## config.mk

```make
export PLATFORM = sky130hd
export DESIGN_NAME = scarv_cop_mem_seq_flat
export DESIGN_NICKNAME = d
export VERILOG_FILES = /design/src/rtl/scarv_cop_mem_seq_if.sv /design/src/rtl/scarv_cop_mem_seq.sv /design/src/flat_wrapper.sv
export SDC_FILE = /design/constraint.sdc
export NUM_CORES = 1
export LEC_CHECK = 0
export CELL_PAD_IN_SITES_DETAIL_PLACEMENT = 1
export CELL_PAD_IN_SITES_GLOBAL_PLACEMENT = 1
export CORE_MARGIN = 2
export CORE_UTILIZATION = 35
export CTS_BUF_LIST = sky130_fd_sc_hd__clkbuf_8
export CTS_CLUSTER_DIAMETER = 100
export CTS_CLUSTER_SIZE = 20
export DETAILED_ROUTE_END_ITERATION = 7
export PLACE_DENSITY_LB_ADDON = 0.1
export SLEW_MARGIN = 20
export SYNTH_ARGS = -nofsm -noshare
export SYNTH_HDL_FRONTEND = slang
export SYNTH_SLANG_ARGS = --single-unit
```

## constraint.sdc

```tcl
create_clock -name g_clk -period 3.71 [get_ports g_clk]
set_input_delay 0.742 -clock g_clk [delete_from_list [all_inputs] [get_ports g_clk]]
set_output_delay 0.742 -clock g_clk [all_outputs]
set_load 0.05 [all_outputs]
```

## src/rtl/scarv_cop_mem_seq_if.sv

```systemverilog
`default_nettype none
// ============================================================================
//  Module   : scarv_cop_mem_seq_if / scarv_cop_mem_if
//  Brief    : Requester-side batch bus and COP memory port bundles.
//  Revision : 1.0
// ============================================================================

interface scarv_cop_mem_seq_if;
    logic         seq_req;
    logic         seq_ready;
    logic [3:0]   seq_cen;
    logic [3:0]   seq_wen;
    logic [127:0] seq_addr;
    logic [127:0] seq_wdata;
    logic [15:0]  seq_ben;
    logic         seq_abort;
    logic         seq_rsp;
    logic         seq_rsp_ack;
    logic [1:0]   seq_result;
    logic [1:0]   seq_err_lane;
    logic [127:0] seq_rdata;

    // master = requester (execute stage), slave = sequencer
    modport master (
        output seq_req, seq_cen, seq_wen, seq_addr, seq_wdata, seq_ben,
               seq_abort, seq_rsp_ack,
        input  seq_ready, seq_rsp, seq_result, seq_err_lane, seq_rdata
    );
    modport slave (
        input  seq_req, seq_cen, seq_wen, seq_addr, seq_wdata, seq_ben,
               seq_abort, seq_rsp_ack,
        output seq_ready, seq_rsp, seq_result, seq_err_lane, seq_rdata
    );
endinterface

interface scarv_cop_mem_if;
    logic        cop_mem_cen;
    logic        cop_mem_wen;
    logic [31:0] cop_mem_addr;
    logic [31:0] cop_mem_wdata;
    logic [3:0]  cop_mem_ben;
    logic [31:0] cop_mem_rdata;
    logic        cop_mem_stall;
    logic        cop_mem_error;

    // master = sequencer, slave = memory
    modport master (
        output cop_mem_cen, cop_mem_wen, cop_mem_addr, cop_mem_wdata, cop_mem_ben,
        input  cop_mem_rdata, cop_mem_stall, cop_mem_error
    );
    modport slave (
        input  cop_mem_cen, cop_mem_wen, cop_mem_addr, cop_mem_wdata, cop_mem_ben,
        output cop_mem_rdata, cop_mem_stall, cop_mem_error
    );
endinterface

`default_nettype wire

```

## src/rtl/scarv_cop_mem_seq.sv

```systemverilog
`default_nettype none
// ============================================================================
//  Module   : scarv_cop_mem_seq
//  Brief    : Issues up to four scatter/gather lanes in ascending order on the
//             single COP memory port and returns read data plus one status.
//             Optional: SCARV_COP_MEM_SEQ_ALIGN_CHECK_EN enables misalign check.
//  Revision : 1.0
// ============================================================================

module scarv_cop_mem_seq #(
    parameter int          NLANES    = 4,
    parameter logic [31:0] RST_RDATA = 32'h0
) (
    input  wire logic          g_clk,
    input  wire logic          g_reset,
    scarv_cop_mem_seq_if.slave seq,
    scarv_cop_mem_if.master    mem
);

    localparam int         c_W            = NLANES * 32;
    localparam logic [1:0] c_RES_OK       = 2'b00;
    localparam logic [1:0] c_RES_BUSERR   = 2'b01;
    localparam logic [1:0] c_RES_MISALIGN = 2'b10;
    localparam logic [1:0] c_RES_ABORT    = 2'b11;

    typedef enum logic [1:0] {
        S_IDLE  = 2'd0,
        S_ISSUE = 2'd1,
        S_DONE  = 2'd2
    } state_t;

    state_t              r_state;
    state_t              w_state_next;
    logic [NLANES-1:0]   r_mask;
    logic [NLANES-1:0]   r_wen;
    logic [c_W-1:0]      r_addr;
    logic [c_W-1:0]      r_wdata;
    logic [c_W-1:0]      r_rdata;
    logic [NLANES*4-1:0] r_ben;
    logic [1:0]          r_cur;
    logic [1:0]          r_result;
    logic [1:0]          r_err_lane;
    logic                r_abort_pend;

    logic                w_issue;
    logic                w_accept;
    logic                w_abort;
    logic                w_misalign;
    logic [NLANES-1:0]   w_mask_clr;
    logic [1:0]          w_cur_next;
    logic [1:0]          w_result_next;
    logic [1:0]          w_err_next;
    logic [29:0]         w_lane_addr_hi;
    logic [31:0]         w_lane_wdata;
    logic [3:0]          w_lane_ben;

    function automatic logic [1:0] f_lowest(input logic [NLANES-1:0] m);
        logic [1:0] r;
        r = 2'd0;
        for (int i = NLANES - 1; i >= 0; i--) begin
            if (m[i]) r = 2'(i);
        end
        return r;
    endfunction

    assign w_lane_addr_hi = r_addr[{r_cur, 5'd2} +: 30];
    assign w_lane_wdata   = r_wdata[{r_cur, 5'd0} +: 32];
    assign w_lane_ben     = r_ben[{r_cur, 2'd0} +: 4];
    assign w_mask_clr     = r_mask & ~(NLANES'(1) << r_cur);
    // An abort raised in the accept cycle itself still counts.
    assign w_abort        = r_abort_pend | seq.seq_abort;

`ifdef SCARV_COP_MEM_SEQ_ALIGN_CHECK_EN
    logic [1:0] w_off;
    assign w_off      = r_addr[{r_cur, 5'd0} +: 2];
    assign w_misalign = (r_state == S_ISSUE) &&
                        (((w_lane_ben & ~(4'hF << w_off)) != 4'h0) ||
                         ((w_off != 2'b00) && (w_lane_ben == 4'hF)));
`else
    assign w_misalign = 1'b0;
`endif

    always_ff @(posedge g_clk) begin
        if (g_reset) r_state <= S_IDLE;
        else         r_state <= w_state_next;
    end

    always_comb begin
        w_state_next  = r_state;
        w_issue       = 1'b0;
        w_accept      = 1'b0;
        w_cur_next    = r_cur;
        w_result_next = r_result;
        w_err_next    = r_err_lane;
        case (r_state)
            S_IDLE: begin
                if (seq.seq_req) begin
                    w_result_next = c_RES_OK;
                    w_err_next    = 2'd0;
                    w_cur_next    = f_lowest(seq.seq_cen);
                    w_state_next  = (seq.seq_cen == '0) ? S_DONE : S_ISSUE;
                end
            end
            S_ISSUE: begin
                if (w_misalign) begin
                    w_result_next = c_RES_MISALIGN;
                    w_err_next    = r_cur;
                    w_state_next  = S_DONE;
                end else begin
                    w_issue = 1'b1;
                    if (!mem.cop_mem_stall) begin
                        w_accept = 1'b1;
                        if (mem.cop_mem_error) begin
                            w_result_next = c_RES_BUSERR;
                            w_err_next    = r_cur;
                            w_state_next  = S_DONE;
                        end else if (w_abort) begin
                            w_result_next = c_RES_ABORT;
                            w_err_next    = (w_mask_clr != '0) ? f_lowest(w_mask_clr) : r_cur;
                            w_state_next  = S_DONE;
                        end else if (w_mask_clr == '0) begin
                            w_state_next  = S_DONE;
                        end else begin
                            w_cur_next    = f_lowest(w_mask_clr);
                        end
                    end
                end
            end
            S_DONE: begin
                if (seq.seq_rsp_ack) w_state_next = S_IDLE;
            end
            default: w_state_next = S_IDLE;
        endcase
    end

    always_ff @(posedge g_clk) begin
        if (g_reset) begin
            r_mask       <= '0;
            r_wen        <= '0;
            r_addr       <= '0;
            r_wdata      <= '0;
            r_ben        <= '0;
            r_rdata      <= {NLANES{RST_RDATA}};
            r_cur        <= 2'd0;
            r_result     <= c_RES_OK;
            r_err_lane   <= 2'd0;
            r_abort_pend <= 1'b0;
        end else begin
            r_cur      <= w_cur_next;
            r_result   <= w_result_next;
            r_err_lane <= w_err_next;
            if ((r_state == S_IDLE) && seq.seq_req) begin
                r_mask       <= seq.seq_cen;
                r_wen        <= seq.seq_wen;
                r_addr       <= seq.seq_addr;
                r_wdata      <= seq.seq_wdata;
                r_ben        <= seq.seq_ben;
                r_rdata      <= {NLANES{RST_RDATA}};
                r_abort_pend <= 1'b0;
            end
            if ((r_state == S_ISSUE) && seq.seq_abort) r_abort_pend <= 1'b1;
            if (w_accept && !mem.cop_mem_error) begin
                r_mask <= w_mask_clr;
                if (!r_wen[r_cur]) r_rdata[{r_cur, 5'd0} +: 32] <= mem.cop_mem_rdata;
            end
        end
    end

    assign seq.seq_ready    = (r_state == S_IDLE);
    assign seq.seq_rsp      = (r_state == S_DONE);
    assign seq.seq_result   = r_result;
    assign seq.seq_err_lane = r_err_lane;
    assign seq.seq_rdata    = r_rdata;

    // Bus outputs depend only on registered state, so they hold during stalls.
    assign mem.cop_mem_cen   = w_issue;
    assign mem.cop_mem_wen   = w_issue & r_wen[r_cur];
    assign mem.cop_mem_addr  = w_issue ? {w_lane_addr_hi, 2'b00} : 32'h0;
    assign mem.cop_mem_wdata = w_issue ? w_lane_wdata : 32'h0;
    assign mem.cop_mem_ben   = w_issue ? w_lane_ben : 4'h0;

endmodule

`default_nettype wire

```

## src/flat_wrapper.sv

```systemverilog
// flat-port wrapper written by rule: the top's interface ports become plain ports
module scarv_cop_mem_seq_flat 
#(
    parameter int          NLANES    = 4,
    parameter logic [31:0] RST_RDATA = 32'h0
)
  (g_clk, g_reset, seq_seq_req, seq_seq_cen, seq_seq_wen, seq_seq_addr, seq_seq_wdata, seq_seq_ben, seq_seq_abort, seq_seq_rsp_ack, seq_seq_ready, seq_seq_rsp, seq_seq_result, seq_seq_err_lane, seq_seq_rdata, mem_cop_mem_cen, mem_cop_mem_wen, mem_cop_mem_addr, mem_cop_mem_wdata, mem_cop_mem_ben, mem_cop_mem_rdata, mem_cop_mem_stall, mem_cop_mem_error);
  scarv_cop_mem_seq_if seq_i ();
  scarv_cop_mem_if mem_i ();
  input  wire logic g_clk;
  input  wire logic g_reset;
  input wire logic [$bits(seq_i.seq_req)-1:0] seq_seq_req;
  input wire logic [$bits(seq_i.seq_cen)-1:0] seq_seq_cen;
  input wire logic [$bits(seq_i.seq_wen)-1:0] seq_seq_wen;
  input wire logic [$bits(seq_i.seq_addr)-1:0] seq_seq_addr;
  input wire logic [$bits(seq_i.seq_wdata)-1:0] seq_seq_wdata;
  input wire logic [$bits(seq_i.seq_ben)-1:0] seq_seq_ben;
  input wire logic [$bits(seq_i.seq_abort)-1:0] seq_seq_abort;
  input wire logic [$bits(seq_i.seq_rsp_ack)-1:0] seq_seq_rsp_ack;
  output wire logic [$bits(seq_i.seq_ready)-1:0] seq_seq_ready;
  output wire logic [$bits(seq_i.seq_rsp)-1:0] seq_seq_rsp;
  output wire logic [$bits(seq_i.seq_result)-1:0] seq_seq_result;
  output wire logic [$bits(seq_i.seq_err_lane)-1:0] seq_seq_err_lane;
  output wire logic [$bits(seq_i.seq_rdata)-1:0] seq_seq_rdata;
  output wire logic [$bits(mem_i.cop_mem_cen)-1:0] mem_cop_mem_cen;
  output wire logic [$bits(mem_i.cop_mem_wen)-1:0] mem_cop_mem_wen;
  output wire logic [$bits(mem_i.cop_mem_addr)-1:0] mem_cop_mem_addr;
  output wire logic [$bits(mem_i.cop_mem_wdata)-1:0] mem_cop_mem_wdata;
  output wire logic [$bits(mem_i.cop_mem_ben)-1:0] mem_cop_mem_ben;
  input wire logic [$bits(mem_i.cop_mem_rdata)-1:0] mem_cop_mem_rdata;
  input wire logic [$bits(mem_i.cop_mem_stall)-1:0] mem_cop_mem_stall;
  input wire logic [$bits(mem_i.cop_mem_error)-1:0] mem_cop_mem_error;
  assign seq_i.seq_req = seq_seq_req;
  assign seq_i.seq_cen = seq_seq_cen;
  assign seq_i.seq_wen = seq_seq_wen;
  assign seq_i.seq_addr = seq_seq_addr;
  assign seq_i.seq_wdata = seq_seq_wdata;
  assign seq_i.seq_ben = seq_seq_ben;
  assign seq_i.seq_abort = seq_seq_abort;
  assign seq_i.seq_rsp_ack = seq_seq_rsp_ack;
  assign seq_seq_ready = seq_i.seq_ready;
  assign seq_seq_rsp = seq_i.seq_rsp;
  assign seq_seq_result = seq_i.seq_result;
  assign seq_seq_err_lane = seq_i.seq_err_lane;
  assign seq_seq_rdata = seq_i.seq_rdata;
  assign mem_cop_mem_cen = mem_i.cop_mem_cen;
  assign mem_cop_mem_wen = mem_i.cop_mem_wen;
  assign mem_cop_mem_addr = mem_i.cop_mem_addr;
  assign mem_cop_mem_wdata = mem_i.cop_mem_wdata;
  assign mem_cop_mem_ben = mem_i.cop_mem_ben;
  assign mem_i.cop_mem_rdata = mem_cop_mem_rdata;
  assign mem_i.cop_mem_stall = mem_cop_mem_stall;
  assign mem_i.cop_mem_error = mem_cop_mem_error;
  scarv_cop_mem_seq #(.NLANES(NLANES), .RST_RDATA(RST_RDATA)) u_core (.g_clk(g_clk), .g_reset(g_reset), .seq(seq_i), .mem(mem_i));
endmodule
```

==> results of run 1 <==
-- flip-flops by register name (all words and copies together), names as in the netlist --
name,flops
u_core.r_state,2
u_core.r_wen,4
u_core.r_ben,16
u_core.seq.seq_rdata,128
u_core.r_abort_pend,1
u_core.seq.seq_result,2
u_core.r_cur,2
u_core.r_mask,4
u_core.r_wdata,128
u_core.seq.seq_err_lane,2
u_core.r_addr,120
-- stage by stage --
step / instances / hold slack, ns / cell area [um2]
2_1_floorplan: 1768 / 0.433 / 16100
3_3_place_gp: 2759 / 0.440 / 21700
3_5_place_dp: 2759 / 0.445 / 21700
4_1_cts: 2791 / 0.459 / 22100
5_1_grt: 2805 / 0.481 / 22200
6_report: 2807 / 0.456 / 22200
-- what timing repair did --
| action | in CTS | in global routing |
|---|---|---|
| setup buffers | 5 | 0 |
| hold endpoints to repair | 0 | 0 |
| hold buffers | 0 | 0 |
| cloned | 0 | 0 |
| endpoints found under the setup margin | 59 | 23 |
| resized for setup | 41 | 23 |
-- cell usage after synthesis, types with 2 or more instances --
| library cell | n |
|---|---|
| nand2_1 | 547 |
| dfxtp_1 | 409 |
| a21oi_1 | 282 |
| o2bb2ai_1 | 127 |
| clkbuf_1 | 118 |
| and2_1 | 68 |
| mux4_2 | 67 |
| nand2b_1 | 39 |
| buf_2 | 22 |
| nor2_1 | 15 |
| ha_1 | 8 |
| inv_1 | 6 |
| nor2b_1 | 6 |
| a211oi_1 | 4 |
| buf_1 | 4 |
| nor3_1 | 4 |
| o21ai_0 | 4 |
| nand3_1 | 3 |
| a21o_1 | 2 |
| buf_4 | 2 |
| buf_6 | 2 |
| nand4_1 | 2 |
| nor3b_1 | 2 |
| o22ai_1 | 2 |
| o31ai_1 | 2 |
| or4_1 | 2 |
-- power groups by stage --
stage	Sequential (uW)	Clock, uW	Combinational [uW]
final	4730	2010	1630
after detailed placement	4850	0	1630
after floorplan	4800	0	943
after global placement	4830	0	1600
after global routing	4760	2280	1790
after CTS	4730	2120	1660
-- area by class of cell --
class | instances | area, um2
Multi-Input combinational cell | 1205 | 7320
Inverter | 6 | 22.5
Clock inverter | 2 | 20.0
Tap cell | 600 | 751
Antenna cell | 16 | 40.0
Timing Repair Buffer | 544 | 5520
Fill cell | 5175 | 23200
Clock buffer | 25 | 344
Sequential cell | 409 | 8200
-- critical path: cells and delay by family (launching register included) --
kind	cells	cell delay (ns)
simple gates	2	0.41
buf+inv	3	1.05
flops	1	0.54
-- worst max-delay path by stage --
stage                                            to  cells past startpoint
final                           mem_cop_mem_addr[3]                      5
after global routing            mem_cop_mem_addr[6]                      5
after CTS                     mem_cop_mem_wdata[31]                      5
after detailed placement       mem_cop_mem_addr[20]                      4
after global placement         mem_cop_mem_addr[20]                      4
after floorplan           u_core.seq.seq_rdata[116]                     10
-- cell families after synthesis --
kind of cell | share of synthesized area
fa+ha+maj | 0.00622
compound gates | 0.167
simple gates | 0.185
other cells | 0.000233
mux | 0.0943
buf+inv | 0.0390
flops | 0.508
-- routing by layer --
metal,up-vias,track usage,wire (um)
met4,14,0.0819,1730
met2,382,0.389,27200
met3,93,0.0642,3920
met1,6959,0.275,23300
li1,6853,-,-
met5,-,0,89
==> summary.md, run 1 <==
| Metric | Value |
|---|---|
| Outcome | complete, no violations |
| Synth-to-Final Area Change | 37.9% |
| CTS root buf | clkbuf_8 |
| Largest net degree at the start of global routing | 192 |
| Port Buf Inserts | 512 |
| Global Route Usage Sum | 0.229 |
| PD cells | 377 nW/um2 |
| Leak | 0.00839 uW |
| Peak VDD IR | 0.000231 V |
| Worst Hold Class | reg2reg |
| CTS buffer count | 24 |
| Fin nets | 2517 |
| Die X-Extent | 219 um |
| MaxCap Viol Count | 0 |
| Post-DP HPWL | around 39000 um |
| CTS tree | done |
| Crit path time final | 3.42 ns |
| Crit path kind | reg2out |
| Netlist cell types | 44 |
| Yosys top cell area share | 0.508 |
| Worst-path fanout max | 38 |
| NetSw | 2400 uW |
| Routed vias/inst | 5.09 |
| CTS Buffer Depth | 3 |
| Clock tree sinks | 409 |
| Warnings from Yosys | 0 |
| CP Cell Sequence | nand2b_1, inv_2, buf_4, and2_1, dlygate4sd2_1 |
| Critical Path AT | 2.68 ns |
| Final Hold Fails | 0 |
| Mean Syn Cell Area | 9.11 um2 |
| Reg-to-Reg Start | u_core.r_cur[0] |
| Die area | 47700 um2 |
| Area leader, netlist | dfxtp_1 |
| Worst Hold Path Cells | 2 |
| GR Overflow Total | 0 |
| R2R cell count | 9 |
| Min-delay src | u_core.r_addr[74] |
| Final wirelength | approximately 56000 um |
| Number of top-level pins | between 500 and 600 |
| RSZ-0062 raised after global routing | false |
| Die Span Y | 219 um |
| WHS Endpoint | u_core.r_addr[74] |
| Post-synth EDFFs | 0 |
| Worst slew margin | 0.364 |
| Core ar. | 45400 um2 |
| Share of post-route cells with drive strength above 1 | 0.0657 |
| Most frequent cells in the layout | nand2_1, clkdlybuf4s50_1, dfxtp_1 |
| Max Slew Vio Count | 0 |
| Clock skew | 0.0429 ns |
| Startpoint types | flip-flop |
| Net Sw Frac | 0.286 |
| Gate power share | 0.195 |
| Main synth FF type | dfxtp_1 |
| Slowest cell on the critical path | dlygate4sd2_1 |
| Top post-synthesis cells by area | dfxtp_1, nand2_1, mux4_2 |
| Post-synth ARST share | 0 |
| FMAX | around 0.3 GHz |
| Drc violations | 0 |
| Most common cell after layout, fill and taps aside | nand2_1 |
| Required time of the worst setup path | 2.97 ns |
| Cell Int Power | 5980 uW |
| Routed WL per cell | 20.0 um |
| First-pass GRT wire length | 85600 um |
| TritonRoute pass-1 iters | 5 |
| Share of power burned in registers | 0.565 |
| Post-synthesis sequential area ratio | 0.508 |
| Reg-to-reg critical path endpoint | u_core.seq.seq_rdata[124] |
| Max incr delay on CP | 0.57 ns |
| ANT nets after route | 0 |
| Final Cycle Share | 0.922 |
| Clk_lat worst skew | around 0.63 ns |
| Setup crit end kind | output pin |
| Vias in the first global route | ~15000 |
| Placer Congestion | 0.823 |
| Initial core utilization | 0.355 |
| Fin util | 0.489 |
| Clk pwr share | 0.240 |
| CP Launch Point | u_core.r_state[0] |
| Min setup slack post-route | 0.290 ns |
| Mapped Area | 16100 um2 |
| Total Power | 8370 uW |
| Yosys reg bits | 409 |
| Via Count | approximately 14000 |
| Number of setup violations in the final report | 0 |
| Core Rows | 78 |
| CTS HTree Levels | 1 |
| Flop2flop setup slack | 1.05 ns |
| Worst Max-Slew Pin Slew | 0.954 ns |
| Worst slack at placement | 0.375 ns |
| Initial antenna violation count | 26 |
| Clock Pin Slew Worst Setup and Hold Paths | 0.14 ns |
| Initial DRC Count | 720 |
| Post-Syn Instances | 1767 |
| Setup TNS | 0 ns |
(Power assumes the default switching activity.)
==> inputs of run 2 (changes only) <==
--- a/config.mk
+++ b/config.mk
@@ -8,12 +8,12 @@
 export CELL_PAD_IN_SITES_DETAIL_PLACEMENT = 1
 export CELL_PAD_IN_SITES_GLOBAL_PLACEMENT = 1
 export CORE_MARGIN = 2
-export CORE_UTILIZATION = 35
+export CORE_UTILIZATION = 30
 export CTS_BUF_LIST = sky130_fd_sc_hd__clkbuf_8
 export CTS_CLUSTER_DIAMETER = 100
 export CTS_CLUSTER_SIZE = 20
 export DETAILED_ROUTE_END_ITERATION = 7
-export PLACE_DENSITY_LB_ADDON = 0.1
+export PLACE_DENSITY = 0.82
 export SLEW_MARGIN = 20
 export SYNTH_ARGS = -nofsm -noshare
 export SYNTH_HDL_FRONTEND = slang
==> summary.md, run 2 (synthesis results as in run 1) <==
| Metric | Value |
|---|---|
| Startpoint types | flip-flop |
| Initial core utilization | 0.305 (-0.0502) |
| Flop2flop setup slack | 0.82 ns (-0.23 ns) |
| Worst-path fanout max | 39 (+2.6%) |
| Synth-to-Final Area Change | 38.7% |
| Die Span Y | 236 um (+7.9%) |
| Fin util | 0.423 (-0.0669) |
| Clk_lat worst skew | 0.62 ns (about the same) |
| Required time of the worst setup path | 2.97 ns (about the same) |
| Worst Hold Class | reg2reg |
| Max Slew Vio Count | 0 (unchanged) |
| Min setup slack post-route | 0.227 ns (-0.0633 ns) |
| Port Buf Inserts | 512 (unchanged) |
| Number of setup violations in the final report | 0 (unchanged) |
| Routing usage on met2 | 0.368 (-0.0217) |
| Die X-Extent | 236 um (+7.9%) |
| Critical Path AT | 2.74 ns (+0.06 ns) |
| Core Rows | 84 (+7.7%) |
| Drc violations | 0 (unchanged) |
| Clk pwr share | 0.239 (about the same) |
| Slowest cell on the critical path | dfxtp_1 |
| Hold-fix buffers at CTS | 0 (unchanged) |
| Via Count | 14600 (+1.9%) |
| Post-DP HPWL | 41500 um (+6.9%) |
| Worst Max-Slew Pin Slew | 1.07 ns (+0.118 ns) |
| First-pass GRT wire length | 89200 um (+4.2%) |
| Final Hold Fails | 0 (unchanged) |
| Worst slew margin | 0.286 (-0.0784) |
| Gate power share | 0.197 (+0.002) |
| Most frequent cells in the layout | nand2_1, clkdlybuf4s50_1, dfxtp_1 |
| Setup crit end kind | output pin |
| PD cells | 377 nW/um2 (-0.13%) |
| Global Route Usage Sum | 0.201 (-0.0273) |
| ANT nets after route | 0 (unchanged) |
| Most common cell after layout, fill and taps aside | nand2_1 |
| CTS HTree Levels | 1 (unchanged) |
| CTS buffer count | 24 (unchanged) |
| Initial DRC Count | 644 (-11%) |
| TritonRoute pass-1 iters | 4 (-1) |
| CTS Buffer Depth | 3 (unchanged) |
| CP Cell Sequence | nand2b_1, inv_2, buf_4, and2_1, dlygate4sd2_1 |
| GR Overflow Total | 0 (unchanged) |
| Initial antenna violation count | 12 (-54%) |
| CTS root buf | clkbuf_8 |
| NetSw | 2430 uW (+1.4%) |
| R2R cell count | 9 (unchanged) |
| MaxCap Viol Count | 0 (unchanged) |
| Vias in the first global route | 15300 (+4.4%) |
| Reg-to-Reg Start | u_core.r_cur[0] |
| Number of top-level pins | 523 (unchanged) |
| Share of power burned in registers | 0.564 (about the same) |
| RSZ-0062 raised after global routing | false |
| Worst hold slack | 0.461 ns (+0.00436 ns) |
| Outcome | complete, no violations |
| Final Cycle Share | 0.939 (+0.0171) |
| Met3 Track Usage GR | 0.0416 (-0.0225) |
| CTS tree | done |
| CP endpoint | mem_cop_mem_addr[3] |
| GRT met1 Usage | 0.235 (-0.0393) |
| Most Used Layer, Global Route | met2 |
| Clock skew | 0.0193 ns (-0.0236 ns) |
| Crit-path leading delay family | buffers and inverters |
| Cell Int Power | 5980 uW (about the same) |
| Worst slack at placement | 0.421 ns (+0.0469 ns) |
| CP Launch Point | u_core.r_state[0] |
| Largest net degree at the start of global routing | 170 (-11%) |
| Leak | 0.00845 uW (+0.78%) |
| FMAX | 0.287 GHz (-1.8%) |
| Net Sw Frac | 0.289 (+0.00281) |
| Clock tree sinks | 409 (unchanged) |
| Worst path bufs/invs | 3 (unchanged) |
| Routed WL per cell | 20.0 um (about the same) |
| Die area | 55600 um2 (+16%) |
| Core ar. | 52900 um2 (+16%) |
| Fin nets | 2522 (+0.20%) |
| Placer Congestion | 0.818 (-0.61%) |
| Clock Pin Slew Worst Setup and Hold Paths | 0.13 ns (about the same) |
| Crit path time final | 3.48 ns (+0.0633 ns) |
| Routed vias/inst | 5.04 (-1.1%) |
| Crit path kind | reg2out |
| Final wirelength | 57900 um (+3.0%) |
| Max incr delay on CP | 0.55 ns (-0.02 ns) |
| Share of post-route cells with drive strength above 1 | 0.0692 (+0.00349) |
| Peak VDD IR | 0.000208 V (-9.7%) |
| Reg-to-reg critical path endpoint | u_core.seq.seq_rdata[117] |
| Critical path depth | 5 (unchanged) |
| Setup TNS | 0 ns (unchanged) |
run 2: cell types whose count changed in the layout (fill, tap and decap cells not counted), sizes merged:
cell,delta
buf,+8
diode,-8
dlygate4sd2,-7
dlymetal6s2s,+4
clkinv,-1
inv,+1
run 2: worst min-delay path by stage:
stage	from	to	slack, ns	depth (start not counted)
CTS	u_core.r_wdata[88]	u_core.r_wdata[88]	0.46	2
global route	u_core.r_addr[103]	u_core.r_addr[103]	0.48	2
global placement	u_core.r_wdata[95]	u_core.r_wdata[95]	0.44	2
finish	u_core.r_wdata[16]	u_core.r_wdata[16]	0.46	2
detailed placement	u_core.r_wdata[88]	u_core.r_wdata[88]	0.45	2
floorplan	u_core.r_addr[66]	u_core.r_addr[66]	0.43	2
run 2: repair_timing:
action | 4_1_cts | 5_1_grt
cloned | 0 | 0
setup buffers | 7 | 0
resized for setup | 34 | 27
setup endpoints to repair | 60 | 27
run 2: metal layers:
layer | share of wire | wire length (um)
met5 | 0.00071 | 41
met4 | 0.025 | 1450
met3 | 0.058 | 3340
met2 | 0.51 | 29500
met1 | 0.41 | 23600
run 2: power by group through the flow:
stage	Sequential, uW	Combinational [uW]	Clock, uW
4_1_cts	4740	1680	2100
6_report	4740	1660	2010
2_1_floorplan	4800	943	0
5_1_grt	4770	1810	2240
3_3_place_gp	4850	1580	0
3_5_place_dp	4870	1630	0
run 2: final cells by class:
cell class,count,area (um2)
Antenna cell,8,20.0
Sequential cell,409,8200
Clock buffer,25,344
Clock inverter,2,15.0
Tap cell,688,861
Fill cell,6097,30500
Multi-Input combinational cell,1205,7330
Timing Repair Buffer,549,5550
Inverter,6,22.5
run 2: through the flow:
step | instance area [um2] | power [uW] | cells
detailed placement | 21800 | 6490 | 2850
global route | 22300 | 8810 | 2891
finish | 22300 | 8410 | 2892
CTS | 22300 | 8530 | 2884
floorplan | 16100 | 5740 | 1768
global placement | 21800 | 6430 | 2850
run 2: worst reg2reg max path, delay by kind of cell (launching register included):
family                     cells  cell delay (ns)
AOI/OAI and AO/OA              1             0.18
and+or+nand+nor                2             0.92
buffers and inverters          5             0.98
DFF                            1             0.38
adders and majority gates      1             0.38
==> inputs of run 3 (changes only) <==
--- a/config.mk
+++ b/config.mk
@@ -13,6 +13,7 @@
 export CTS_CLUSTER_DIAMETER = 100
 export CTS_CLUSTER_SIZE = 20
 export DETAILED_ROUTE_END_ITERATION = 7
+export GPL_ROUTABILITY_DRIVEN = 0
 export PLACE_DENSITY = 0.82
 export SLEW_MARGIN = 20
 export SYNTH_ARGS = -nofsm -noshare
==> results of run 3 <==
Final layout, timing and power as in run 2 (identical DEF).
